`src/rtl/usb_pkg.sv`:
```
// Shared sizing constants for the USB data-path buffers.
package usb_pkg;

    localparam int unsigned BUFFER_DEPTH = 64;
    localparam int unsigned ADDR_W       = 6;
    localparam int unsigned OCC_W        = 7;

endpackage

```
`src/rtl/buffer_ptr.sv`:
```
// Wrap-bit circular-buffer pointer: increment enable, synchronous clear, async reset.
module buffer_ptr
    import usb_pkg::*;
(
    input  logic             clk,
    input  logic             n_rst,
    input  logic             inc_i,
    input  logic             clr_i,
    output logic [OCC_W-1:0] ptr_o
);

    logic [OCC_W-1:0] ptr_q, ptr_d;

    always_comb begin
        ptr_d = ptr_q;
        if (clr_i) begin
            ptr_d = '0;
        end else if (inc_i) begin
            ptr_d = ptr_q + OCC_W'(1);
        end
    end

    always_ff @(posedge clk or negedge n_rst) begin
        if (!n_rst) begin
            ptr_q <= '0;
        end else begin
            ptr_q <= ptr_d;
        end
    end

    assign ptr_o = ptr_q;

endmodule

```
`src/rtl/rx_data_buffer.sv`:
```
// 64-entry byte FIFO shared between usb_rx/host writers and host/TX readers.
module rx_data_buffer
    import usb_pkg::*;
(
    input  logic             clk,
    input  logic             n_rst,
    input  logic             store_rx_packet_data,
    input  logic [7:0]       rx_packet_data,
    input  logic             store_tx_data,
    input  logic [7:0]       tx_data,
    input  logic             get_rx_data,
    input  logic             get_tx_packet_data,
    input  logic             flush,
    input  logic             clear,
    output logic [OCC_W-1:0] buffer_occupancy,
    output logic [7:0]       rx_data,
    output logic [7:0]       tx_packet_data,
    output logic             overrun,
    output logic             underrun
);

    localparam logic [OCC_W-1:0] FullOcc = OCC_W'(BUFFER_DEPTH);

    logic [OCC_W-1:0] wptr, rptr;
    logic [7:0]       mem_q [BUFFER_DEPTH];
    logic [7:0]       rx_data_q, tx_data_q;
    logic             overrun_q, underrun_q;

    logic       wr_req, rd_req, empty_req, full, empty;
    logic       wr_ok, rd_ok;
    logic [7:0] wr_byte, rd_byte;

    assign buffer_occupancy = wptr - rptr;
    assign full             = (buffer_occupancy == FullOcc);
    assign empty            = (buffer_occupancy == '0);

    assign wr_req    = store_rx_packet_data | store_tx_data;
    assign rd_req    = get_rx_data | get_tx_packet_data;
    assign empty_req = flush | clear;

    // Full/empty come from pre-edge occupancy; a flush/clear wins over everything.
    assign wr_ok   = wr_req & ~full & ~empty_req;
    assign rd_ok   = rd_req & ~empty & ~empty_req;
    assign wr_byte = store_rx_packet_data ? rx_packet_data : tx_data;
    assign rd_byte = mem_q[rptr[ADDR_W-1:0]];

    buffer_ptr u_wptr (
        .clk   (clk),
        .n_rst (n_rst),
        .inc_i (wr_ok),
        .clr_i (empty_req),
        .ptr_o (wptr)
    );

    buffer_ptr u_rptr (
        .clk   (clk),
        .n_rst (n_rst),
        .inc_i (rd_ok),
        .clr_i (empty_req),
        .ptr_o (rptr)
    );

    always_ff @(posedge clk) begin
        if (wr_ok) begin
            mem_q[wptr[ADDR_W-1:0]] <= wr_byte;
        end
    end

    always_ff @(posedge clk or negedge n_rst) begin
        if (!n_rst) begin
            rx_data_q  <= 8'h00;
            tx_data_q  <= 8'h00;
            overrun_q  <= 1'b0;
            underrun_q <= 1'b0;
        end else begin
            overrun_q  <= wr_req & full & ~empty_req;
            underrun_q <= rd_req & empty & ~empty_req;
            if (rd_ok && get_rx_data) begin
                rx_data_q <= rd_byte;
            end
            if (rd_ok && get_tx_packet_data) begin
                tx_data_q <= rd_byte;
            end
        end
    end

    assign rx_data        = rx_data_q;
    assign tx_packet_data = tx_data_q;
    assign overrun        = overrun_q;
    assign underrun       = underrun_q;

endmodule
```
`config.mk`:
```
export PLATFORM = sky130hd
export DESIGN_NAME = rx_data_buffer
export DESIGN_NICKNAME = d
export VERILOG_FILES = /design/src/rtl/usb_pkg.sv /design/src/rtl/buffer_ptr.sv /design/src/rtl/rx_data_buffer.sv
export SDC_FILE = /design/constraint.sdc
export NUM_CORES = 1
export LEC_CHECK = 0
export BUFFER_PORTS_ARGS = -buffer_cell sky130_fd_sc_hd__clkbuf_2
export CAP_MARGIN = 40
export CORE_MARGIN = 2
export CORE_UTILIZATION = 60
export DETAILED_ROUTE_END_ITERATION = 10
export PLACE_DENSITY = 0.76
export SLEW_MARGIN = 20
export SYNTH_ARGS = -nofsm -noshare
export SYNTH_HDL_FRONTEND = slang
export SYNTH_SLANG_ARGS = --single-unit
```
`constraint.sdc`:
```
create_clock -name clk -period 7.7 [get_ports clk]
set_clock_uncertainty 0.15 [all_clocks]
set_input_delay 0.385 -clock clk [delete_from_list [all_inputs] [get_ports clk]]
set_output_delay 0.385 -clock clk [all_outputs]
set_load 0.02 [all_outputs]
```
Word level (Yosys, flattened, before mapping)
Memories as Yosys holds them, arrays and structs flattened.
Cells that the tools add are included.
Widths: inputs -> output; s select.
{ "totals": {"ff_bits": 32, "ram_bits": 512, "input_bits": 24, "output_inout_bits": 25, "word_cells": 37, "mem_count": 1} }
{ "op_classes": {"n_addsub": 3, "eq_ne": 1, "mux": 7, "bitwise_logic": 14, "n_reduce_logical": 5} }
{ "mem_list": {"columns": ["name", "depth", "width", "read_ports", "rd_clocked_by_memory_dff", "write_ports", "line", "source"], "rows": [
  ["mem_q", 64, 8, 1, 0, 1, "rx_data_buffer.sv:25", "logic [7:0] mem_q [BUFFER_DEPTH];"]
]} }
{ "op_table": {"columns": ["op", "n"], "rows": [
  ["$mux 7", 4],
  ["$add 7x1->7 const B", 2],
  ["$and 1x1->1", 8],
  ["$mux 8", 1],
  ["$eq 7x7->1 const B", 1],
  ["$logic_not 7->1", 1],
  ["$sub 7x7->7", 1],
  ["$reduce_bool 2->1", 2],
  ["$not 1->1", 3],
  ["$or 1x1->1", 3],
  ["$logic_and 1x1->1", 2],
  ["$mux 1", 2]
]} }

Longest topological paths before layout
{ "logic_depth": {"ltp_word": 7, "ltp_mapped": 15, "mapped_depth_nobuf": 11} }

Hierarchy
From an unflattened synthesis, not the netlist that was laid out.
{ "unflattened": {"hier_cells": 1043, "area_unflattened_um2": 21464.3} }
{ "by_module_without_submodules": {"columns": ["mod", "n_inst", "cells_each", "area_each_um2", "seq_area_each_um2"], "rows": [
  ["rx_data_buffer", 1, 985, 20848.7, 15825.2],
  ["buffer_ptr", 2, 29, 307.8, 175.2]
]} }

Worst setup path after synthesis
No wires, ideal clock.
{ "synth_timing": {"kind": "register to register", "from": "reg u_rptr.ptr_q[1] (netlist: u_rptr.ptr_o[1])", "to": "mem mem_q[29][0], enable pin", "setup_ps": 395, "arrival_time_ps": 4138, "required_ps": 7155, "slack_ps": 3018, "path_stages_with_launch": 14, "n_path_buf": 5, "period_less_slack_ps": 4682, "cell_sequence": "dfrtp_1 -> clkbuf_1 -> buf_1 -> buf_1 -> inv_1 -> ha_1 -> nor2b_1 -> o31a_1 -> o311ai_2 -> nor4_4 -> a21o_1 -> buf_6 -> buf_4 -> nor4_1"} }
{ "synth_between": {"elab_chain_len": 7} }
{ "synth_lines": {"columns": ["element", "line", "source"], "rows": [
  ["start: declaration", "buffer_ptr.sv:12", "logic [OCC_W-1:0] ptr_q, ptr_d;"],
  ["start signal: assignment", "buffer_ptr.sv:27", "ptr_q <= ptr_d;"],
  ["$sub 7x7->7", "rx_data_buffer.sv:33", "assign buffer_occupancy = wptr - rptr;"],
  ["via buffer_occupancy[5]", "rx_data_buffer.sv:15", "output logic [OCC_W-1:0] buffer_occupancy,"],
  ["$eq 7x7->1", "rx_data_buffer.sv:34", "assign full = (buffer_occupancy == FullOcc);"],
  ["$not 1->1", "rx_data_buffer.sv:42", "assign wr_ok = wr_req & ~full & ~empty_req;"],
  ["$and 1x1->1 (2 in series)", "rx_data_buffer.sv:42", null],
  ["$mux 1", "rx_data_buffer.sv:64", "if (wr_ok) begin"],
  ["$mux 1 (implied by the code)", "rx_data_buffer.sv:65", "mem_q[wptr[ADDR_W-1:0]] <= wr_byte;"],
  ["end: declaration", "rx_data_buffer.sv:25", null]
]} }
The timed path passes the listed nets, and every way through them passes these cells.

Worst setup path after layout
{ "layout_timing": {"from": "reg u_wptr.ptr_q[0] (netlist: u_wptr.ptr_o[0])", "to": "mem mem_q[0][6], enable pin"} }
{ "layout_between": {"elab_chain_len": 7} }
{ "layout_lines": {"columns": ["element", "line"], "rows": [
  ["start: declaration", "buffer_ptr.sv:12"],
  ["start signal: assignment", "buffer_ptr.sv:27"],
  ["$sub 7x7->7", "rx_data_buffer.sv:33"],
  ["$eq 7x7->1", "rx_data_buffer.sv:34"],
  ["$not 1->1", "rx_data_buffer.sv:42"],
  ["$and 1x1->1 (2 in series)", "rx_data_buffer.sv:42"],
  ["$mux 1", "rx_data_buffer.sv:64"],
  ["$mux 1 (implied by the code)", "rx_data_buffer.sv:65"]
]} }
Parallel ways exist; a longest one is shown, timed or not.

==> impl_summary.log <==
[metrics] share of layout cells above drive strength 1: 31.1%
[metrics] commonest cells after routing, fill and taps aside: edfxtp_1, mux4_2, clkbuf_2
[metrics] filler cell count in the final layout: 2066
[metrics] total power density per cell area: 270 mW/mm²
[metrics] post-synthesis cell type count: 52
[metrics] Worst setup SP type: register
[metrics] floorplan die area: 0.0378 mm²
[metrics] Fmax: 221 MHz
[metrics] netlist area before placement: 0.0217 mm²
[metrics] most common cell after layout, fill and taps aside: edfxtp_1
[metrics] post-route worst hold slack: -4.77 ps
[metrics] Net Count, Synth: 1123
[metrics] total overflow reported by the global router: 0
[metrics] register-to-register setup slack: 3170 ps
[metrics] endpoints failing setup: 0
[metrics] area of the core: 0.0357 mm²
[metrics] global-route wire length before repair: 76.8 mm
[metrics] routed wirelength normalized by instance count: 30.9 µm
[metrics] GRT Overall Usage: 28.1%
[metrics] die height: 194 µm
[metrics] worst r2r path cells: 13
[metrics] number of diodes: 0
[metrics] Slew Limit Headroom: 39.4%
[metrics] clock insertion delay at the later pin of the skew report: 570 ps
[metrics] routed vias: 11900
[metrics] half-perimeter wire length after placement: 31.3 mm
[metrics] Mapped Avg Cell Area: 19.9 µm²
[metrics] post-synthesis register bit count: 544
[metrics] TritonCTS clock tree: yes
[metrics] Longest Clk Path Bufs: 3
[metrics] clock transition at the register clock pins on the worst setup and hold paths after CTS: 70 ps
[metrics] setup repair after global routing missed its margin: no
[metrics] total number of placement rows: 69
[metrics] overall die width: 194 µm
[metrics] post-cts resize count: 0
[metrics] start of the worst register-to-register path: u_wptr.ptr_o[0]
[metrics] clock tree root buffer cell: clkbuf_16
[metrics] number of vias per cell after detailed routing: 6.99
[metrics] share of flip-flops with an asynchronous set or reset after synthesis: 5.88%
[metrics] violations in the final reports: DRC, hold timing
[metrics] most common flop cell mapped by yosys: edfxtp_1
[metrics] placed insts: 1589
[metrics] DRT Wirelength: 52.4 mm
[metrics] number of synthesis warnings: 0
[metrics] count of routing violations after the opening detailed-route iteration: 1835
[metrics] initial core utilization: 61.0%
[metrics] H-tree levels: 2
[metrics] residual DRC count: 11
[metrics] data required time of the worst path: 7820 ps
[metrics] Leak Pwr: 8.02 nW
[metrics] final critical-path required period: 4530 ps
[metrics] Max Slew Vio Count: 0
[metrics] maximum fanout along the worst path: 45
[metrics] actual slew at the worst max-slew pin: 907 ps
[metrics] number of top-level design ports: 49
[metrics] layout net count: 1233
[metrics] number of detailed-routing iterations run before antenna repair: 9
[metrics] remaining antenna violation count: 0
[metrics] number of hold violations in the final report: 2
[metrics] class of the tightest hold or removal check: input pin to asynchronous set/reset pin
[metrics] status: finished, violations left
[metrics] IR drop worst, VDD: 0.143 mV
[metrics] final critical-path share of the clock period: 58.9%
[metrics] sequential fraction of the synthesis area: 74.4%
[metrics] number of buffers inserted during clock tree synthesis: 50
[metrics] Post-Syn Instances: 1090
[metrics] antenna violations before repair: 1
[metrics] arrival time of the worst setup path: 4660 ps
[metrics] growth of design area from synthesis to finish: 13.9%
[metrics] Setup TNS: 0 ps
[metrics] r2r endpoint: mem_q[0][6]
[metrics] Non-Filler Instances: 1699
[metrics] Worst Setup Path Type: register to register
[metrics] largest net degree at the start of global routing: 65
[metrics] final weighted congestion of routability-driven global placement: 0.888
[metrics] via count of the first global-routing pass: 11500
[metrics] number of max-cap violations: 0
[metrics] Post-synth EDFFs: 512
[metrics] clock tree sinks: 544
[metrics] sort of element at the end of the critical path: register
[metrics] number of input and output port buffers inserted: 48
## synthesized netlist by cell type, types with 14 or more instances
master | n | area share, %
a221oi_1 | 14 | 0.56
a22o_1 | 14 | 0.56
a22oi_1 | 41 | 1.4
buf_2 | 15 | 0.35
clkbuf_1 | 40 | 0.69
dfrtp_1 | 32 | 3.7
edfxtp_1 | 512 | 71
mux2_2 | 24 | 1.2
mux4_2 | 128 | 13
nand2_1 | 47 | 0.81
nor3_1 | 37 | 0.85
nor4_1 | 30 | 0.86
## where the power goes
part	switching [W]	internal (W)
Combinational	0.000487	0.000353
Clock	0.00105	0.00145
Sequential	0.0000330	0.00331
Total	0.00157	0.00511
## critical path, stage by stage, from the launching register on
cell      delay, ps
dfrtp_1         460
inv_1           210
ha_1            210
inv_1            50
fa_1            400
a21o_1          170
a21oi_1         250
nand4b_1        150
and3_1          380
inv_2           180
a21o_4          350
buf_16          260
nor4_1          700
buf_4           280
## cell families after synthesis
| group | count (synthesis) | share of synthesized area [%] |
|---|---|---|
| adder cells (fa/ha/maj) | 9 | 0.553 |
| XOR/XNOR | 3 | 0.121 |
| AND/OR/NAND/NOR | 176 | 4.27 |
| buffers and inverters | 86 | 1.73 |
| multiplexers | 164 | 15.1 |
| AO/OA/AOI/OAI | 108 | 3.86 |
| flip-flops | 544 | 74.4 |
## what timing repair did
action	4_1_cts	5_1_grt
setup buffers	0	0
hold buffers	1	0
hold endpoints to repair	32	0
## per-stage QoR
stage | worst slack [ps] | total power [W] | cell area [µm²] | utilization [%]
2_1_floorplan | 3020 | 0.00396 | 21700 | -
3_3_place_gp | 2780 | 0.00418 | 22600 | 63.3
3_5_place_dp | 3250 | 0.00422 | 22900 | 64.1
4_1_cts | 3270 | 0.00667 | 24500 | 68.8
5_1_grt | 3000 | 0.00685 | 24800 | 69.4
6_report | 3170 | 0.00668 | 24800 | 69.4
## per-layer routing
metal  vias to the layer above  global-route usage, %  routed length, µm
met3                       130                   5.78               6250
met2                       903                   42.2              24100
met5                         -                      0                  0
li1                       4792                      -                  -
met1                      6044                   42.0              20100
met4                         0                   9.74               2000
## registers in the layout (all words and copies together) (netlist names)
name	count
u_wptr.ptr_o	7
tx_packet_data	8
underrun	1
overrun	1
rx_data	8
mem_q	512
u_rptr.ptr_o	7
## layout make-up
cell class / count / area (µm²) / area share [%]
multi-input combinational: 460 / 5290 / 21.4
clock inverter: 27 / 258 / 1.04
inverter: 13 / 48.8 / 0.197
timing repair buffer: 131 / 1000 / 4.04
clock buffer: 63 / 1400 / 5.67
tap: 461 / 577 / 2.33
sequential: 544 / 16200 / 65.4
## worst max-delay path by stage
stage | endpoint | depth (start not counted) | start
floorplan | mem_q[29][0] | 13 | u_rptr.ptr_o[1]
global placement | mem_q[39][1] | 9 | u_rptr.ptr_o[0]
detailed placement | mem_q[48][6] | 12 | u_wptr.ptr_o[0]
CTS | mem_q[8][1] | 12 | u_wptr.ptr_o[0]
global route | mem_q[0][6] | 13 | u_wptr.ptr_o[0]
finish | mem_q[0][6] | 13 | u_wptr.ptr_o[0]
No activity file was read; power rests on OpenSTA's default activity.
